--- src/rtl/uart_tx_frame.sv ---
// uart_tx_frame
// Parametrised UART transmitter. It sends 5..DATA_SIZE data bits, an optional
// even/odd parity bit and 1 or 2 stop bits. Data goes out LSB first and each
// bit lasts OVERSAMPLE s_ticks. Words arrive through a valid/ready handshake.
// The frame configuration is captured when a word is accepted, so changes to
// cfg_* during a frame take effect only from the next frame.
//
// Optional build macro: UART_TX_BREAK_EN. It adds the break_req input and a
// BREAK state: the line is held low while break_req is high, then driven
// high for one bit period (mark-after-break) before returning to IDLE.
//
// Ports:
//   clk            system clock
//   reset_n        synchronous active-low reset
//   s_tick         oversampling tick, one clk wide
//   cfg_data_bits  data bits per frame (clamped to 5..DATA_SIZE)
//   cfg_parity_en  1 = parity bit present
//   cfg_parity_odd 1 = odd parity, 0 = even
//   cfg_stop2      1 = two stop bits
//   tx_valid       data_in valid
//   tx_ready       block can accept a word (combinational from state)
//   data_in        word to send, LSB first
//   break_req      (UART_TX_BREAK_EN only) request a line break
//   tx             serial line, idle high (registered)
//   tx_busy        frame in progress
//   tx_done_tick   one-clk registered pulse at frame end
module uart_tx_frame #(
  parameter int DATA_SIZE         = 8,
  parameter int OVERSAMPLE        = 16,
  parameter int BIT_COUNT_SIZE    = $clog2(DATA_SIZE + 1),
  parameter int SAMPLE_COUNT_SIZE = $clog2(OVERSAMPLE)
) (
  input  logic                      clk,
  input  logic                      reset_n,
  input  logic                      s_tick,
  input  logic [BIT_COUNT_SIZE-1:0] cfg_data_bits,
  input  logic                      cfg_parity_en,
  input  logic                      cfg_parity_odd,
  input  logic                      cfg_stop2,
  input  logic                      tx_valid,
  output logic                      tx_ready,
  input  logic [DATA_SIZE-1:0]      data_in,
`ifdef UART_TX_BREAK_EN
  input  logic                      break_req,
`endif
  output logic                      tx,
  output logic                      tx_busy,
  output logic                      tx_done_tick
);

`ifdef UART_TX_BREAK_EN
  typedef enum logic [2:0] {IDLE, START, DATA, PARITY, STOP, BREAK} state_t;
`else
  typedef enum logic [2:0] {IDLE, START, DATA, PARITY, STOP} state_t;
`endif

  state_t                       state_q, state_d;
  logic [SAMPLE_COUNT_SIZE-1:0] sample_cnt;
  logic [BIT_COUNT_SIZE-1:0]    bit_cnt;
  logic [DATA_SIZE-1:0]         shreg;
  logic [BIT_COUNT_SIZE-1:0]    nbits_q;
  logic                         par_en_q, par_odd_q, stop2_q;
  logic                         par_q;        // running XOR of sent data bits
  logic                         stop_second;  // first of two stop bits done
  logic                         brk_mark;     // in mark-after-break phase
  logic                         tx_q, done_q;
  logic                         bit_end, last_data, cnt_run;

  // Out-of-range data-bit requests are folded into the supported range.
  function automatic logic [BIT_COUNT_SIZE-1:0] clamp_bits(
    input logic [BIT_COUNT_SIZE-1:0] b);
    if (b < BIT_COUNT_SIZE'(5))
      return BIT_COUNT_SIZE'(5);
    else if (b > BIT_COUNT_SIZE'(DATA_SIZE))
      return BIT_COUNT_SIZE'(DATA_SIZE);
    else
      return b;
  endfunction

  assign bit_end   = s_tick && (sample_cnt == SAMPLE_COUNT_SIZE'(OVERSAMPLE - 1));
  assign last_data = (bit_cnt == nbits_q - BIT_COUNT_SIZE'(1));

  // The sample counter is idle in IDLE and while the break is being held.
  always_comb begin
    cnt_run = (state_q != IDLE);
`ifdef UART_TX_BREAK_EN
    if (state_q == BREAK && !brk_mark)
      cnt_run = 1'b0;
`endif
  end

  // State register
  always_ff @(posedge clk) begin
    if (!reset_n)
      state_q <= IDLE;
    else
      state_q <= state_d;
  end

  // Next-state logic
  always_comb begin
    state_d = state_q;
    case (state_q)
      IDLE: begin
`ifdef UART_TX_BREAK_EN
        if (break_req)
          state_d = BREAK;
        else if (tx_valid)
          state_d = START;
`else
        if (tx_valid)
          state_d = START;
`endif
      end
      START:  if (bit_end) state_d = DATA;
      DATA:   if (bit_end && last_data) state_d = par_en_q ? PARITY : STOP;
      PARITY: if (bit_end) state_d = STOP;
      STOP:   if (bit_end && (!stop2_q || stop_second)) state_d = IDLE;
`ifdef UART_TX_BREAK_EN
      BREAK:  if (brk_mark && bit_end) state_d = IDLE;
`endif
      default: state_d = IDLE;
    endcase
  end

  // Outputs
  always_comb begin
    tx_ready     = (state_q == IDLE) && reset_n;
    tx_busy      = (state_q != IDLE);
    tx           = tx_q;
    tx_done_tick = done_q;
  end

  // Datapath: counters, shift register, shadow config and the registered line.
  // Each bit value is registered onto tx on the same edge that ends the
  // previous bit, so tx never glitches between bits.
  always_ff @(posedge clk) begin
    if (!reset_n) begin
      sample_cnt  <= '0;
      bit_cnt     <= '0;
      shreg       <= '1;
      nbits_q     <= '0;
      par_en_q    <= 1'b0;
      par_odd_q   <= 1'b0;
      stop2_q     <= 1'b0;
      par_q       <= 1'b0;
      stop_second <= 1'b0;
      brk_mark    <= 1'b0;
      tx_q        <= 1'b1;
      done_q      <= 1'b0;
    end else begin
      done_q <= 1'b0;

      if (!cnt_run)
        sample_cnt <= '0;
      else if (s_tick)
        sample_cnt <= bit_end ? '0 : sample_cnt + SAMPLE_COUNT_SIZE'(1);

      case (state_q)
        IDLE: begin
          bit_cnt     <= '0;
          par_q       <= 1'b0;
          stop_second <= 1'b0;
          brk_mark    <= 1'b0;
`ifdef UART_TX_BREAK_EN
          if (break_req) begin
            tx_q <= 1'b0;
          end else
`endif
          if (tx_valid) begin
            shreg     <= data_in;
            nbits_q   <= clamp_bits(cfg_data_bits);
            par_en_q  <= cfg_parity_en;
            par_odd_q <= cfg_parity_odd;
            stop2_q   <= cfg_stop2;
            tx_q      <= 1'b0;
          end
        end
        START: begin
          if (bit_end)
            tx_q <= shreg[0];
        end
        DATA: begin
          if (bit_end) begin
            shreg   <= {1'b1, shreg[DATA_SIZE-1:1]};
            bit_cnt <= bit_cnt + BIT_COUNT_SIZE'(1);
            par_q   <= par_q ^ shreg[0];
            if (last_data)
              tx_q <= par_en_q ? (par_q ^ shreg[0] ^ par_odd_q) : 1'b1;
            else
              tx_q <= shreg[1];
          end
        end
        PARITY: begin
          if (bit_end)
            tx_q <= 1'b1;
        end
        STOP: begin
          if (bit_end) begin
            if (stop2_q && !stop_second) begin
              stop_second <= 1'b1;
            end else begin
              done_q <= 1'b1;
              tx_q   <= 1'b1;
            end
          end
        end
`ifdef UART_TX_BREAK_EN
        BREAK: begin
          // Hold low until the request drops, then one bit period of mark.
          if (!brk_mark) begin
            if (!break_req) begin
              brk_mark <= 1'b1;
              tx_q     <= 1'b1;
            end
          end else if (bit_end) begin
            brk_mark <= 1'b0;
          end
        end
`endif
        default: tx_q <= 1'b1;
      endcase
    end
  end

endmodule

--- config.mk ---
export PLATFORM = sky130hd
export DESIGN_NAME = uart_tx_frame
export DESIGN_NICKNAME = d
export VERILOG_FILES = /design/src/rtl/uart_tx_frame.sv
export SDC_FILE = /design/constraint.sdc
export NUM_CORES = 1
export LEC_CHECK = 0
export ABC_AREA = 0
export CORE_MARGIN = 3
export CORE_UTILIZATION = 58
export CTS_CLUSTER_DIAMETER = 30
export DETAILED_ROUTE_END_ITERATION = 16
export GPL_TIMING_DRIVEN = 0
export PLACE_DENSITY = 0.88
export SLEW_MARGIN = 20
export SYNTH_ARGS = -nofsm -noshare
export SYNTH_HDL_FRONTEND = slang
export SYNTH_SLANG_ARGS = --single-unit
--- constraint.sdc ---
create_clock -name clk -period 4.4 [get_ports clk]
set_input_delay 0.88 -clock clk [delete_from_list [all_inputs] [get_ports clk]]
set_output_delay 0.88 -clock clk [all_outputs]
set_load 0.03 [all_outputs]
* After elaboration in Yosys (flattened, before gate mapping)
Index checks and enable logic that the tools add are counted.
** Storage, ports and cells
- Logic and storage cells :: 84
- Output and inout bits :: 4
- Bits of input ports :: 19
- Register bits after elaboration :: 30
** Cells by class
- Mux-type cells :: 30
- Order comparisons :: 2
- Bitwise operators :: 2
- Equality and inequality tests :: 15
- Add/subtract/negate cells :: 3
- Reductions and logical operators :: 20
** Operators by type and width (count)
- $mux W3 :: 6
- $ne A2 B2 Y1 const B :: 9
- $mux W4 :: 4
- $mux W8 :: 2
- $pmux W8 S2 :: 1
- $pmux W3 S5 :: 1
- $mux W1 :: 12
- $reduce_and A3 Y1 :: 3
- $add A4 B1 Y4 const B :: 2
- $pmux W4 S2 :: 1
- $eq A3 B2 Y1 const B :: 2
- $reduce_and A2 Y1 :: 3
- $reduce_and A6 Y1 :: 1
- $logic_and A1 B1 Y1 :: 5
- $pmux W1 S5 :: 1
- $reduce_and A5 Y1 :: 1
- $eq A4 B4 Y1 :: 1
- $eq A4 B4 Y1 const B :: 1
- $gt A4 B4 Y1 const B :: 1
- $lt A4 B3 Y1 const B :: 1
- $pmux W1 S2 :: 2
- $reduce_bool A2 Y1 :: 2
- $sub A4 B1 Y4 const B :: 1
- $eq A3 B1 Y1 const B :: 1
- 6 further kinds :: 8

* Depth between registers and ports, before layout
- Depth after elaboration :: 6
- Mapped depth :: 8
- Gate-level depth less buffers :: 7

* Worst setup path before layout
Ideal clock, no wire load.
- Kind :: input-to-output
- From :: input port reset_n
- To :: output port tx_ready
- Cell stages on the path :: 3
- Data required time :: 3.520 ns
- Arrival :: 1.551 ns
- Buffers on the path :: 1
- Path slack :: 1.969 ns
- Cell sequence :: inv_1 clkbuf_1 nor2_1
** On the way
- Longest elaborated chain between the ends :: 1
** Ends and longest elaborated chain
- from (decl) :: line 34 : input logic reset_n,
- $logic_and A1 B1 Y1 :: line 128 : tx_ready = (state_q == IDLE) && reset_n;
- to (decl) :: line 41 : output logic tx_ready,
No other way between the ends.

* Worst setup path in the final report
Same ends and word-level chain as after synthesis.

==> flow_metrics.py <==
metrics = {
    "status": {
        "status": "finished, final reports clean",
    },
    "pwr": {
        "leakage_nw": 0.754,
        "vdd_drop_max_mv": 0.526,
        "seqPwrFrac": 0.365,
        "comb_power_share": 0.470,
        "power.switching_uw": 410,
        "p_per_area_nw_per_um2": 522,
        "internal-power_uw": 590,
        "clkPwrFrac": 0.166,
        "p_sw_frac": 0.410,
    },
    "timing": {
        "min_period_ps": 3560,
        "report.final.slew_viol_count": 0,
        "setup_viol": 0,
        "fmax_mhz": 281,
        "fin_skew_ps": 13.7,
        "period_share": 0.809,
        "setup-tns-final_ps": 0,
        "rsz0062_at_grt": "false",
        "worst_pin_slew_ps": 516,
        "hold_violations": 0,
        "relSlewSlack": 0.656,
    },
    "yosys": {
        "synth_top_area_share": 0.372,
        "synth_edf_count": 0,
        "syn_area_per_cell_um2": 8.16,
        "synth_top_cell_by_area": "dfxtp_1",
        "synthMostInstantiatedCell": "dfxtp_1",
        "ys_top_cells_by_count": "dfxtp_1 (30), nand2_1 (26), nor2_1 (20), a21oi_1 (16), o21ai_0 (12)",
        "ys_seq_elements": 30,
        "yosys_warnings": 0,
        "ys.flop_type": "dfxtp_1",
        "syn_inst": 198,
        "seq_area_frac_synth": 0.372,
        "synth.distinct_cells": 47,
        "synth_area_um2": 1620,
        "ys_top_cells_by_area": "dfxtp_1 (37%), nand2_1 (6.0%), mux2i_1 (5.6%), a21oi_1 (5.0%), nor2_1 (4.6%)",
        "async_reset_ff_frac": 0,
        "syn-num-nets": 220,
    },
    "floorplan": {
        "start_util": 0.630,
        "num_rows": 18,
        "io_pins": 23,
        "die-area_um2": 3460,
        "core-area_um2": 2570,
        "die_h_um": 58.8,
        "chipWidth_um": 58.8,
    },
    "run": {
        "max_cap_viol_count": 0,
    },
    "clock_tree": {
        "post_cts.resized_instances": 0,
        "postCtsHoldBufs": 0,
        "numCtsBuffers": 5,
        "root_buffer": "clkbuf_4",
        "clock_sinks": 30,
        "path_clk_slew_ps": 100,
        "post_cts_buffers": 0,
        "cts_tree": "built",
        "htreeDepth": 2,
        "clkLatencyLatePin_ps": 340,
        "clock_path_buffers": 2,
    },
    "worst_setup_path": {
        "path_delay_family": "buffers and inverters",
        "critPathMaxFanout": 10,
        "cpMaxStageDelayCell": "clkdlybuf4s50_1",
        "endpoint_kind": "primary output",
        "crit_required_ps": 3520,
        "r2r_end": "shreg[5]$_SDFFE_PN1P_",
        "worstSetupStartpointType": "input pin",
        "path_buf_inv": 4,
        "critPathKind": "input pin to primary output",
        "rr_startpoint": "sample_cnt[0]$_SDFFE_PN0P_",
        "reg2reg_depth": 8,
        "crit_path_cell_trace": "clkdlybuf4s50_1 -> inv_1 -> clkbuf_1 -> nor2_1 -> clkdlybuf4s50_1",
        "arrival_ps": 2680,
        "r2r_slack_ps": 2420,
        "crit_path_frequent_cell": "clkdlybuf4s50_1",
        "critPathMaxStageDelay_ps": 680,
    },
    "place": {
        "dp_hpwl_um": 2850,
        "port_buffers": 21,
        "dp.cells": 249,
        "routabilityCongestion": 0.841,
    },
    "drt": {
        "first_pass_iters": 4,
        "drt-initial-drc-count": 95,
        "routed_wl_um": 3830,
        "drtAntennaViolNets": 0,
        "vias_per_cell": 6.18,
        "vias": 1575,
        "drc": 0,
        "avgRoutedWirePerCell_um": 15.0,
    },
    "finish": {
        "drive_gt1_frac": 0.0844,
        "regArea_um2": 601,
        "fillCellCount": 208,
        "syn_to_final_growth_pct": 18.5,
        "post-route-util": 0.746,
        "antenna_cells": 0,
        "nets": 248,
        "multi_input_area_um2": 942,
        "layoutNonFillerInstCount": 255,
    },
    "global_route": {
        "grt_pass1_wl_um": 6380,
        "grt_max_degree": 11,
        "antenna_found_initial": 0,
        "grt_pass1_vias": 1529,
        "gr-total-overflow": 0,
        "gr-usage-all-layers": 0.240,
    },
    "worst_hold_path": {
        "min_from": "stop_second$_SDFFE_PN0P_",
        "worstHoldPathCells": 2,
        "min_path_type": "flip-flop to flip-flop",
        "hold_end": "stop_second$_SDFFE_PN0P_",
    },
}
## worst min-delay path: stages (launching register included)
cell and delay, ps:
dfxtp_1 310, inv_1 60, a21oi_1 50
## worst max path at each step
stage | startpoint | to | slack (ps) | cells past startpoint
2_1_floorplan | reset_n | tx_ready | 1970 | 3
3_3_place_gp | reset_n | tx_ready | 850 | 5
3_5_place_dp | reset_n | tx_ready | 860 | 5
4_1_cts | reset_n | tx_ready | 840 | 5
5_1_grt | reset_n | tx_ready | 750 | 5
6_report | reset_n | tx_ready | 840 | 5
## logic make-up after synthesis
family,synth area share
and+or+nand+nor,0.225
AOI/OAI and AO/OA,0.223
DFF,0.372
buffers and inverters,0.0457
muxes,0.0557
xor gates and xnor gates,0.0557
adders and majority gates,0.0232
## power by group through the flow
stage / sequential (mW) / clock [mW] / combinational, mW
floorplan: 0.363 / 0 / 0.342
global placement: 0.365 / 0 / 0.441
detailed placement: 0.369 / 0 / 0.463
global route: 0.370 / 0.182 / 0.516
finish: 0.365 / 0.166 / 0.470
CTS: 0.363 / 0.167 / 0.464
## metrics by stage
stage	hold slack (ps)	area (um2)	power [mW]	setup WS [ps]
after global placement	444	1860	0.806	845
after floorplan	432	1620	0.704	1970
after CTS	467	1920	0.995	837
after global routing	501	1920	1.07	752
final	462	1920	1.00	839
after detailed placement	452	1860	0.832	855
## per-layer routing
layer / vias to the layer above / share of wire / global-route usage
met1: 742 / 0.41 / 0.260
met4: 0 / 0.013 / 0.104
met3: 7 / 0.071 / 0.0811
met2: 59 / 0.50 / 0.421
met5: - / 0 / 0
li1: 767 / - / -
## final cells by class
class | instances | area share
Multi-Input combinational cell | 150 | 0.492
Sequential cell | 30 | 0.314
Inverter | 8 | 0.0157
Clock buffer | 6 | 0.0268
Buffer | 10 | 0.0229
Tap cell | 30 | 0.0196
Timing Repair Buffer | 21 | 0.110
## flip-flops by register name, summed over array words and instances (netlist names), 3 cells and up
register and flops:
bit_cnt 4, nbits_q 4, sample_cnt 4, shreg 8, state_q 3
## placed cells by master, fill, tap and decap left out, drive strengths merged, types with 2 or more instances in the layout
cell and count:
dfxtp 30, nand2 26, clkdlybuf4s50 21, nor2 21, a21oi 16, o21ai 12
clkbuf 11, mux2i 9, inv 8, nor3 8, o211ai 8, buf 5
nand3 3, xnor2 3, ha 3, nand4 3, and2 3, or3 2
or2 2, a21o 2, xor2 2, a22oi 2, a311oi 2, a2bb2oi 2
a41oi 2
Power figures use the tool's default switching activity.
